[config.mk]
export PLATFORM = sky130hd
export DESIGN_NAME = lsu_mem_stage_flat
export DESIGN_NICKNAME = d
export VERILOG_FILES = /design/src/rtl/lsu_mem_stage_if.sv /design/src/rtl/lsu_mem_stage.sv /design/src/flat_wrapper.sv
export SDC_FILE = /design/constraint.sdc
export NUM_CORES = 1
export LEC_CHECK = 0
export BUFFER_PORTS_ARGS = -buffer_cell sky130_fd_sc_hd__buf_2
export CELL_PAD_IN_SITES_DETAIL_PLACEMENT = 0
export CELL_PAD_IN_SITES_GLOBAL_PLACEMENT = 1
export CORE_MARGIN = 4
export CORE_UTILIZATION = 37
export CTS_BUF_LIST = sky130_fd_sc_hd__clkbuf_8
export DETAILED_ROUTE_END_ITERATION = 8
export HOLD_SLACK_MARGIN = 0.1
export PLACE_DENSITY_LB_ADDON = 0.1
export SYNTH_ARGS = -nofsm -noshare
export SYNTH_HDL_FRONTEND = slang
export SYNTH_SLANG_ARGS = --single-unit
[constraint.sdc]
create_clock -name clk -period 2.6 [get_ports clk]
set_clock_uncertainty 0.1 [all_clocks]
set_input_delay 0.26 -clock clk [delete_from_list [all_inputs] [get_ports clk]]
set_output_delay 0.26 -clock clk [all_outputs]
set_load 0.01 [all_outputs]
[src/rtl/lsu_mem_stage_if.sv]
// Bundle of the core-side request/response handshake and the mmu access signals
// seen by the load/store memory stage.
interface lsu_mem_stage_if;
  logic        req_valid;
  logic        req_ready;
  logic        req_write;
  logic [2:0]  req_funct3;
  logic [31:0] req_addr;
  logic [31:0] req_wdata;
  logic [4:0]  req_rd;

  logic        resp_valid;
  logic [31:0] resp_rdata;
  logic [4:0]  resp_rd;
  logic        resp_error;

  logic        mmu_read_enable;
  logic        mmu_write_enable;
  logic        mmu_signed_read;
  logic [1:0]  mmu_data_width;
  logic [31:0] mmu_address;
  logic [31:0] mmu_data_in;
  logic [31:0] mmu_data_out;
  logic        mmu_mem_ready;

  // The load/store stage itself.
  modport slave (
    input  req_valid, req_write, req_funct3, req_addr, req_wdata, req_rd,
    input  mmu_data_out, mmu_mem_ready,
    output req_ready, resp_valid, resp_rdata, resp_rd, resp_error,
    output mmu_read_enable, mmu_write_enable, mmu_signed_read, mmu_data_width,
    output mmu_address, mmu_data_in
  );

  // The environment: core pipeline plus mmu.
  modport master (
    output req_valid, req_write, req_funct3, req_addr, req_wdata, req_rd,
    output mmu_data_out, mmu_mem_ready,
    input  req_ready, resp_valid, resp_rdata, resp_rd, resp_error,
    input  mmu_read_enable, mmu_write_enable, mmu_signed_read, mmu_data_width,
    input  mmu_address, mmu_data_in
  );
endinterface

[src/rtl/lsu_mem_stage.sv]
// Load/store unit between the memory pipeline stage and the mmu: decodes RV32 funct3,
// issues a single-cycle mmu enable, waits for completion or timeout, returns one response.
module lsu_mem_stage #(
  parameter int unsigned TIMEOUT_CYCLES = 16
) (
  input logic             clk,
  input logic             reset_n,
  lsu_mem_stage_if.slave  lsu_io
);

  typedef enum logic [1:0] {StIdle, StIssue, StWait} state_e;

  localparam logic [7:0] CntLast = 8'(TIMEOUT_CYCLES - 1);

  state_e      state_q, state_d;
  logic [31:0] addr_q, addr_d;
  logic [31:0] wdata_q, wdata_d;
  logic [4:0]  rd_q, rd_d;
  logic        write_q, write_d;
  logic [1:0]  width_q, width_d;
  logic        signed_q, signed_d;
  logic [7:0]  cnt_q, cnt_d;
  logic        resp_valid_q, resp_valid_d;
  logic        resp_error_q, resp_error_d;
  logic [31:0] resp_rdata_q, resp_rdata_d;
  logic [4:0]  resp_rd_q, resp_rd_d;
  logic        rd_en, wr_en;

  logic [2:0]  f3;
  logic [1:0]  dec_width;
  logic        dec_illegal;
  logic        dec_misalign;

  assign f3 = lsu_io.req_funct3;
  // 00 -> byte (0), 01 -> half (1), 10 -> word (3)
  assign dec_width   = {f3[1], f3[1] | f3[0]};
  assign dec_illegal = lsu_io.req_write ? (f3[2] | (&f3[1:0]))
                                        : ((&f3[1:0]) | (f3 == 3'b110));
  // Only stores must stay within one word; the mmu stitches misaligned loads.
  assign dec_misalign = lsu_io.req_write &
                        (({1'b0, lsu_io.req_addr[1:0]} + {1'b0, dec_width}) > 3'd3);

  always_comb begin
    state_d      = state_q;
    addr_d       = addr_q;
    wdata_d      = wdata_q;
    rd_d         = rd_q;
    write_d      = write_q;
    width_d      = width_q;
    signed_d     = signed_q;
    cnt_d        = cnt_q;
    resp_valid_d = 1'b0;
    resp_error_d = 1'b0;
    resp_rdata_d = resp_rdata_q;
    resp_rd_d    = resp_rd_q;
    rd_en        = 1'b0;
    wr_en        = 1'b0;

    unique case (state_q)
      StIdle: begin
        if (lsu_io.req_valid) begin
          if (dec_illegal || dec_misalign) begin
            resp_valid_d = 1'b1;
            resp_error_d = 1'b1;
            resp_rdata_d = '0;
            resp_rd_d    = lsu_io.req_rd;
          end else begin
            addr_d   = lsu_io.req_addr;
            wdata_d  = lsu_io.req_wdata;
            rd_d     = lsu_io.req_rd;
            write_d  = lsu_io.req_write;
            width_d  = dec_width;
            signed_d = ~lsu_io.req_write & ~f3[2];
            state_d  = StIssue;
          end
        end
      end
      StIssue: begin
        // Enables must stay a single-cycle pulse or the mmu retriggers on ready.
        if (lsu_io.mmu_mem_ready) begin
          rd_en   = ~write_q;
          wr_en   = write_q;
          cnt_d   = '0;
          state_d = StWait;
        end
      end
      StWait: begin
        if (lsu_io.mmu_mem_ready) begin
          resp_valid_d = 1'b1;
          resp_rdata_d = write_q ? '0 : lsu_io.mmu_data_out;
          resp_rd_d    = rd_q;
          state_d      = StIdle;
        end else if (cnt_q == CntLast) begin
          resp_valid_d = 1'b1;
          resp_error_d = 1'b1;
          resp_rdata_d = '0;
          resp_rd_d    = rd_q;
          state_d      = StIdle;
        end else begin
          cnt_d = cnt_q + 8'd1;
        end
      end
      default: state_d = StIdle;
    endcase
  end

  always_ff @(posedge clk or negedge reset_n) begin
    if (!reset_n) begin
      state_q      <= StIdle;
      addr_q       <= '0;
      wdata_q      <= '0;
      rd_q         <= '0;
      write_q      <= 1'b0;
      width_q      <= '0;
      signed_q     <= 1'b0;
      cnt_q        <= '0;
      resp_valid_q <= 1'b0;
      resp_error_q <= 1'b0;
      resp_rdata_q <= '0;
      resp_rd_q    <= '0;
    end else begin
      state_q      <= state_d;
      addr_q       <= addr_d;
      wdata_q      <= wdata_d;
      rd_q         <= rd_d;
      write_q      <= write_d;
      width_q      <= width_d;
      signed_q     <= signed_d;
      cnt_q        <= cnt_d;
      resp_valid_q <= resp_valid_d;
      resp_error_q <= resp_error_d;
      resp_rdata_q <= resp_rdata_d;
      resp_rd_q    <= resp_rd_d;
    end
  end

  assign lsu_io.req_ready        = (state_q == StIdle);
  assign lsu_io.resp_valid       = resp_valid_q;
  assign lsu_io.resp_error       = resp_error_q;
  assign lsu_io.resp_rdata       = resp_rdata_q;
  assign lsu_io.resp_rd          = resp_rd_q;
  assign lsu_io.mmu_read_enable  = rd_en;
  assign lsu_io.mmu_write_enable = wr_en;
  assign lsu_io.mmu_signed_read  = signed_q;
  assign lsu_io.mmu_data_width   = width_q;
  assign lsu_io.mmu_address      = addr_q;
  assign lsu_io.mmu_data_in      = wdata_q;

endmodule

[src/flat_wrapper.sv]
// flat-port wrapper written by rule: the top's interface ports become plain ports
module lsu_mem_stage_flat 
#(
  parameter int unsigned TIMEOUT_CYCLES = 16
)
  (clk, reset_n, lsu_io_req_valid, lsu_io_req_write, lsu_io_req_funct3, lsu_io_req_addr, lsu_io_req_wdata, lsu_io_req_rd, lsu_io_mmu_data_out, lsu_io_mmu_mem_ready, lsu_io_req_ready, lsu_io_resp_valid, lsu_io_resp_rdata, lsu_io_resp_rd, lsu_io_resp_error, lsu_io_mmu_read_enable, lsu_io_mmu_write_enable, lsu_io_mmu_signed_read, lsu_io_mmu_data_width, lsu_io_mmu_address, lsu_io_mmu_data_in);
  lsu_mem_stage_if lsu_io_i ();
  input logic clk;
  input logic reset_n;
  input wire logic [$bits(lsu_io_i.req_valid)-1:0] lsu_io_req_valid;
  input wire logic [$bits(lsu_io_i.req_write)-1:0] lsu_io_req_write;
  input wire logic [$bits(lsu_io_i.req_funct3)-1:0] lsu_io_req_funct3;
  input wire logic [$bits(lsu_io_i.req_addr)-1:0] lsu_io_req_addr;
  input wire logic [$bits(lsu_io_i.req_wdata)-1:0] lsu_io_req_wdata;
  input wire logic [$bits(lsu_io_i.req_rd)-1:0] lsu_io_req_rd;
  input wire logic [$bits(lsu_io_i.mmu_data_out)-1:0] lsu_io_mmu_data_out;
  input wire logic [$bits(lsu_io_i.mmu_mem_ready)-1:0] lsu_io_mmu_mem_ready;
  output wire logic [$bits(lsu_io_i.req_ready)-1:0] lsu_io_req_ready;
  output wire logic [$bits(lsu_io_i.resp_valid)-1:0] lsu_io_resp_valid;
  output wire logic [$bits(lsu_io_i.resp_rdata)-1:0] lsu_io_resp_rdata;
  output wire logic [$bits(lsu_io_i.resp_rd)-1:0] lsu_io_resp_rd;
  output wire logic [$bits(lsu_io_i.resp_error)-1:0] lsu_io_resp_error;
  output wire logic [$bits(lsu_io_i.mmu_read_enable)-1:0] lsu_io_mmu_read_enable;
  output wire logic [$bits(lsu_io_i.mmu_write_enable)-1:0] lsu_io_mmu_write_enable;
  output wire logic [$bits(lsu_io_i.mmu_signed_read)-1:0] lsu_io_mmu_signed_read;
  output wire logic [$bits(lsu_io_i.mmu_data_width)-1:0] lsu_io_mmu_data_width;
  output wire logic [$bits(lsu_io_i.mmu_address)-1:0] lsu_io_mmu_address;
  output wire logic [$bits(lsu_io_i.mmu_data_in)-1:0] lsu_io_mmu_data_in;
  assign lsu_io_i.req_valid = lsu_io_req_valid;
  assign lsu_io_i.req_write = lsu_io_req_write;
  assign lsu_io_i.req_funct3 = lsu_io_req_funct3;
  assign lsu_io_i.req_addr = lsu_io_req_addr;
  assign lsu_io_i.req_wdata = lsu_io_req_wdata;
  assign lsu_io_i.req_rd = lsu_io_req_rd;
  assign lsu_io_i.mmu_data_out = lsu_io_mmu_data_out;
  assign lsu_io_i.mmu_mem_ready = lsu_io_mmu_mem_ready;
  assign lsu_io_req_ready = lsu_io_i.req_ready;
  assign lsu_io_resp_valid = lsu_io_i.resp_valid;
  assign lsu_io_resp_rdata = lsu_io_i.resp_rdata;
  assign lsu_io_resp_rd = lsu_io_i.resp_rd;
  assign lsu_io_resp_error = lsu_io_i.resp_error;
  assign lsu_io_mmu_read_enable = lsu_io_i.mmu_read_enable;
  assign lsu_io_mmu_write_enable = lsu_io_i.mmu_write_enable;
  assign lsu_io_mmu_signed_read = lsu_io_i.mmu_signed_read;
  assign lsu_io_mmu_data_width = lsu_io_i.mmu_data_width;
  assign lsu_io_mmu_address = lsu_io_i.mmu_address;
  assign lsu_io_mmu_data_in = lsu_io_i.mmu_data_in;
  lsu_mem_stage #(.TIMEOUT_CYCLES(TIMEOUT_CYCLES)) u_core (.clk(clk), .reset_n(reset_n), .lsu_io(lsu_io_i));
endmodule
==> key figures <==
Run
  – Max cap viols: 0

Routing
  – Routed Wire Length: 12,620 um
  – DR pass1 iterations: 4
  – Vias: 3,847
  – Wire per inst: 15.26 um
  – Drt initial violations: 116
  – Vias per cell: 4.652
  – DRC: 0
  – Antenna Violating Nets Remaining: 0

Floorplan
  – DIE HEIGHT: 121.0 um
  – Core area: 12,260 sq um
  – Initial core utilization: 38.50%
  – Rows: 40
  – Chip Width: 121.0 um
  – Die area: 14,630 sq um
  – Top-Level Pins: 218

Clock network
  – CTS tree: yes
  – CTS buffer count: 17
  – Clock-pin slew on the worst setup and hold paths: 60 ps
  – Clock buffer depth: 2
  – Worst skew pair latency: 410 ps
  – Root Buffer: clkbuf_8
  – Clock tree sinks: 122
  – H-Tree Depth: 4

Run status
  – Run status: completed

Timing
  – Worst-Margin Slew: 507.6 ps
  – # setup viols final: 0
  – Hold slack: 212.5 ps
  – RSZ-0062 raised after global routing: no
  – Final Hold Fails: 0
  – Final worst-path cycle share: 92.93%
  – Post-route minimum period: 2416 ps
  – Pins Over Slew Limit: 0
  – Slew margin rel.: 66.16%
  – Max Fclk: 413.9 MHz
  – Setup tns final: 0 ps

Synthesis
  – Synth Instances: 316
  – Proportion of netlist area held by the largest area contributor: 64.67%
  – Net Count, Synth: 427
  – Post-synth ARST share: 100.0%
  – Count leader, synth: dfrtp_1
  – Ranking of synthesized cells by area: dfrtp_1 (65%), mux2_2 (19%), a22o_1 (5.9%)
  – Yosys top cell by area: dfrtp_1
  – Synth Register Bits: 122
  – Post-Synthesis Cell Area: 4721 sq um
  – Sequential-to-total area share from yosys stat: 64.67%
  – Post-synth EDFFs: 0
  – Top_reg_cell synth: dfrtp_1
  – YS warnings: 0
  – Top cells by count, synth: dfrtp_1 (122), mux2_2 (81), a22o_1 (32)
  – Syn_area_per_cell: 14.94 sq um
  – Yosys cell types: 35

Global routing
  – Total grt overflow: 0
  – Vias in the first global route: 4,156
  – Initial antenna violation count: 0
  – First-pass GRT wire length: 20,550 um
  – Total GRT Usage: 17.97%
  – Largest net degree at the start of global routing: 55

Placement
  – I/O Buffers: 217
  – Post-DP Area: 6027 sq um
  – Placer congestion estimate: 0.7452
  – Detailed placement HPWL: 8562 um

Pwr
  – Worst vdd ir: 0.5156 mV
  – Leakage power: 3.714 nW
  – PD cells: 840.7 nW/um^2

Critical path
  – CP max FO: 2
  – CP max stage cell: dlygate4sd3_1
  – Critical Path Source Type: input pin
  – Crit path top cell by count: dlygate4sd3_1
  – Crit end category: flop
  – WS Path Type: in -> reg
  – Critical path data arrival time: 2670 ps
  – WP data required: 2850 ps
  – Cell Chain, Critical Path: dlygate4sd3_1 -> buf_2 -> ha_1 -> o21ai_0 -> nand3_1 -> or3b_2 -> a21oi_1 -> dlygate4sd3_1
  – Highest cell delay on the worst timing path: 560 ps

Final layout
  – Nets: 761
  – Fin area: 7456 sq um
  – Diodes inserted: 0
  – # fillers: 998
  – Area Overhead vs Synth: 57.94%
  – Share of layout cells above drive strength 1: 50.99%
  – Fin util: 60.81%

Min path
  – Hold Path Class: in -> reg
==> stage by stage <==
stage | power [mW] | setup WS, ps | instances
2_1_floorplan | 3.836 | 652.1 | 316
3_5_place_dp | 4.758 | 510.4 | 689
3_3_place_gp | 4.719 | 529.5 | 689
5_1_grt | 6.687 | 105.7 | 827
6_report | 6.268 | 183.8 | 827
4_1_cts | 6.362 | 101.4 | 826
==> final cells by class <==
| class | count | area (sq um) | share of cell area [%] |
|---|---|---|---|
| Inverter | 3 | 11.26 | 0.1510 |
| Clock inverter | 9 | 63.81 | 0.8558 |
| Multi-Input combinational cell | 173 | 1599 | 21.45 |
| Tap cell | 168 | 210.2 | 2.819 |
| Sequential cell | 122 | 3053 | 40.95 |
| Clock buffer | 19 | 261.5 | 3.507 |
| Timing Repair Buffer | 333 | 2257 | 30.27 |
==> cell usage in the layout, fill, tap and decap left out, types with 2 or more instances in the layout <==
master,synthesis,layout
a21oi_1,6,6
a22o_1,32,32
buf_12,0,2
buf_2,8,216
buf_4,0,6
clkbuf_8,0,19
clkinv_2,0,3
dfrtp_1,122,122
dlygate4sd3_1,0,109
ha_1,2,2
inv_1,3,8
mux2_2,81,81
nand2_1,7,7
nand3_1,5,5
nand4_1,2,2
nor2_1,5,5
nor3b_2,0,2
o21ai_0,7,7
o31ai_1,4,4
or4_1,2,2
xnor2_1,2,2
==> critical path, delay by kind of cell <==
kind,cells,cell delay (ps)
AND/OR/NAND/NOR,2,610
buffers and inverters,3,1230
adder cells (fa/ha/maj),1,180
AO/OA/AOI/OAI,2,380
==> timing repair <==
item	4_1_cts	5_1_grt
buffers inserted	0	1
gates resized for setup	0	1
hold buffers	109	0
endpoints found under the setup margin	0	2
endpoints found under the hold margin	146	0
==> sequential cells by signal, indices dropped and copies added, names as in the netlist <==
| signal | flops |
|---|---|
| u_core.lsu_io.mmu_address | 32 |
| u_core.rd_q | 5 |
| u_core.cnt_q | 8 |
| u_core.lsu_io.resp_rdata | 32 |
| u_core.lsu_io.mmu_data_width | 2 |
| u_core.lsu_io.resp_rd | 5 |
| u_core.lsu_io.mmu_signed_read | 1 |
| u_core.state_q | 2 |
| u_core.lsu_io.mmu_data_in | 32 |
| u_core.write_q | 1 |
| u_core.lsu_io.resp_error | 1 |
| u_core.lsu_io.resp_valid | 1 |
==> power by group <==
group          total [mW]  internal [mW]  switching (mW)
registers            2.83           2.52           0.311
logic                2.02           1.08           0.934
clock network        1.42          0.761           0.660
total                6.27           4.36            1.90
==> path summary, 6_finish.rpt <==
check,startpoint,to,slack [ps],depth (start not counted)
min,lsu_io_req_valid,u_core.lsu_io.resp_error,210,4
min in group asynchronous,reset_n,u_core.lsu_io.mmu_data_in[17],260,2
max reg2reg,u_core.state_q[0],u_core.lsu_io.mmu_signed_read,330,6
max in group asynchronous,reset_n,u_core.lsu_io.mmu_data_in[22],1300,3
max,lsu_io_req_addr[1],u_core.state_q[0],180,8
min reg2reg,u_core.lsu_io.mmu_data_in[17],u_core.lsu_io.mmu_data_in[17],400,1
==> logic make-up after synthesis <==
group / Yosys count / share of synthesized area [%]
buf+inv: 21 / 2.041
mux: 81 / 19.32
fa+ha+maj: 2 / 0.5300
xor+xnor: 2 / 0.3711
flops: 122 / 64.67
compound gates: 53 / 8.641
simple gates: 35 / 4.427
==> per-layer routing <==
| layer | vias to the layer above | track usage [%] | part of all wire [%] |
|---|---|---|---|
| li1 | 1818 | - | - |
| met3 | 18 | 5.734 | 7.5 |
| met4 | 0 | 7.224 | 1.9 |
| met5 | - | 0 | 0 |
| met2 | 147 | 29.94 | 49 |
| met1 | 1864 | 21.57 | 41 |
No activity file was read; power rests on OpenSTA's default activity.
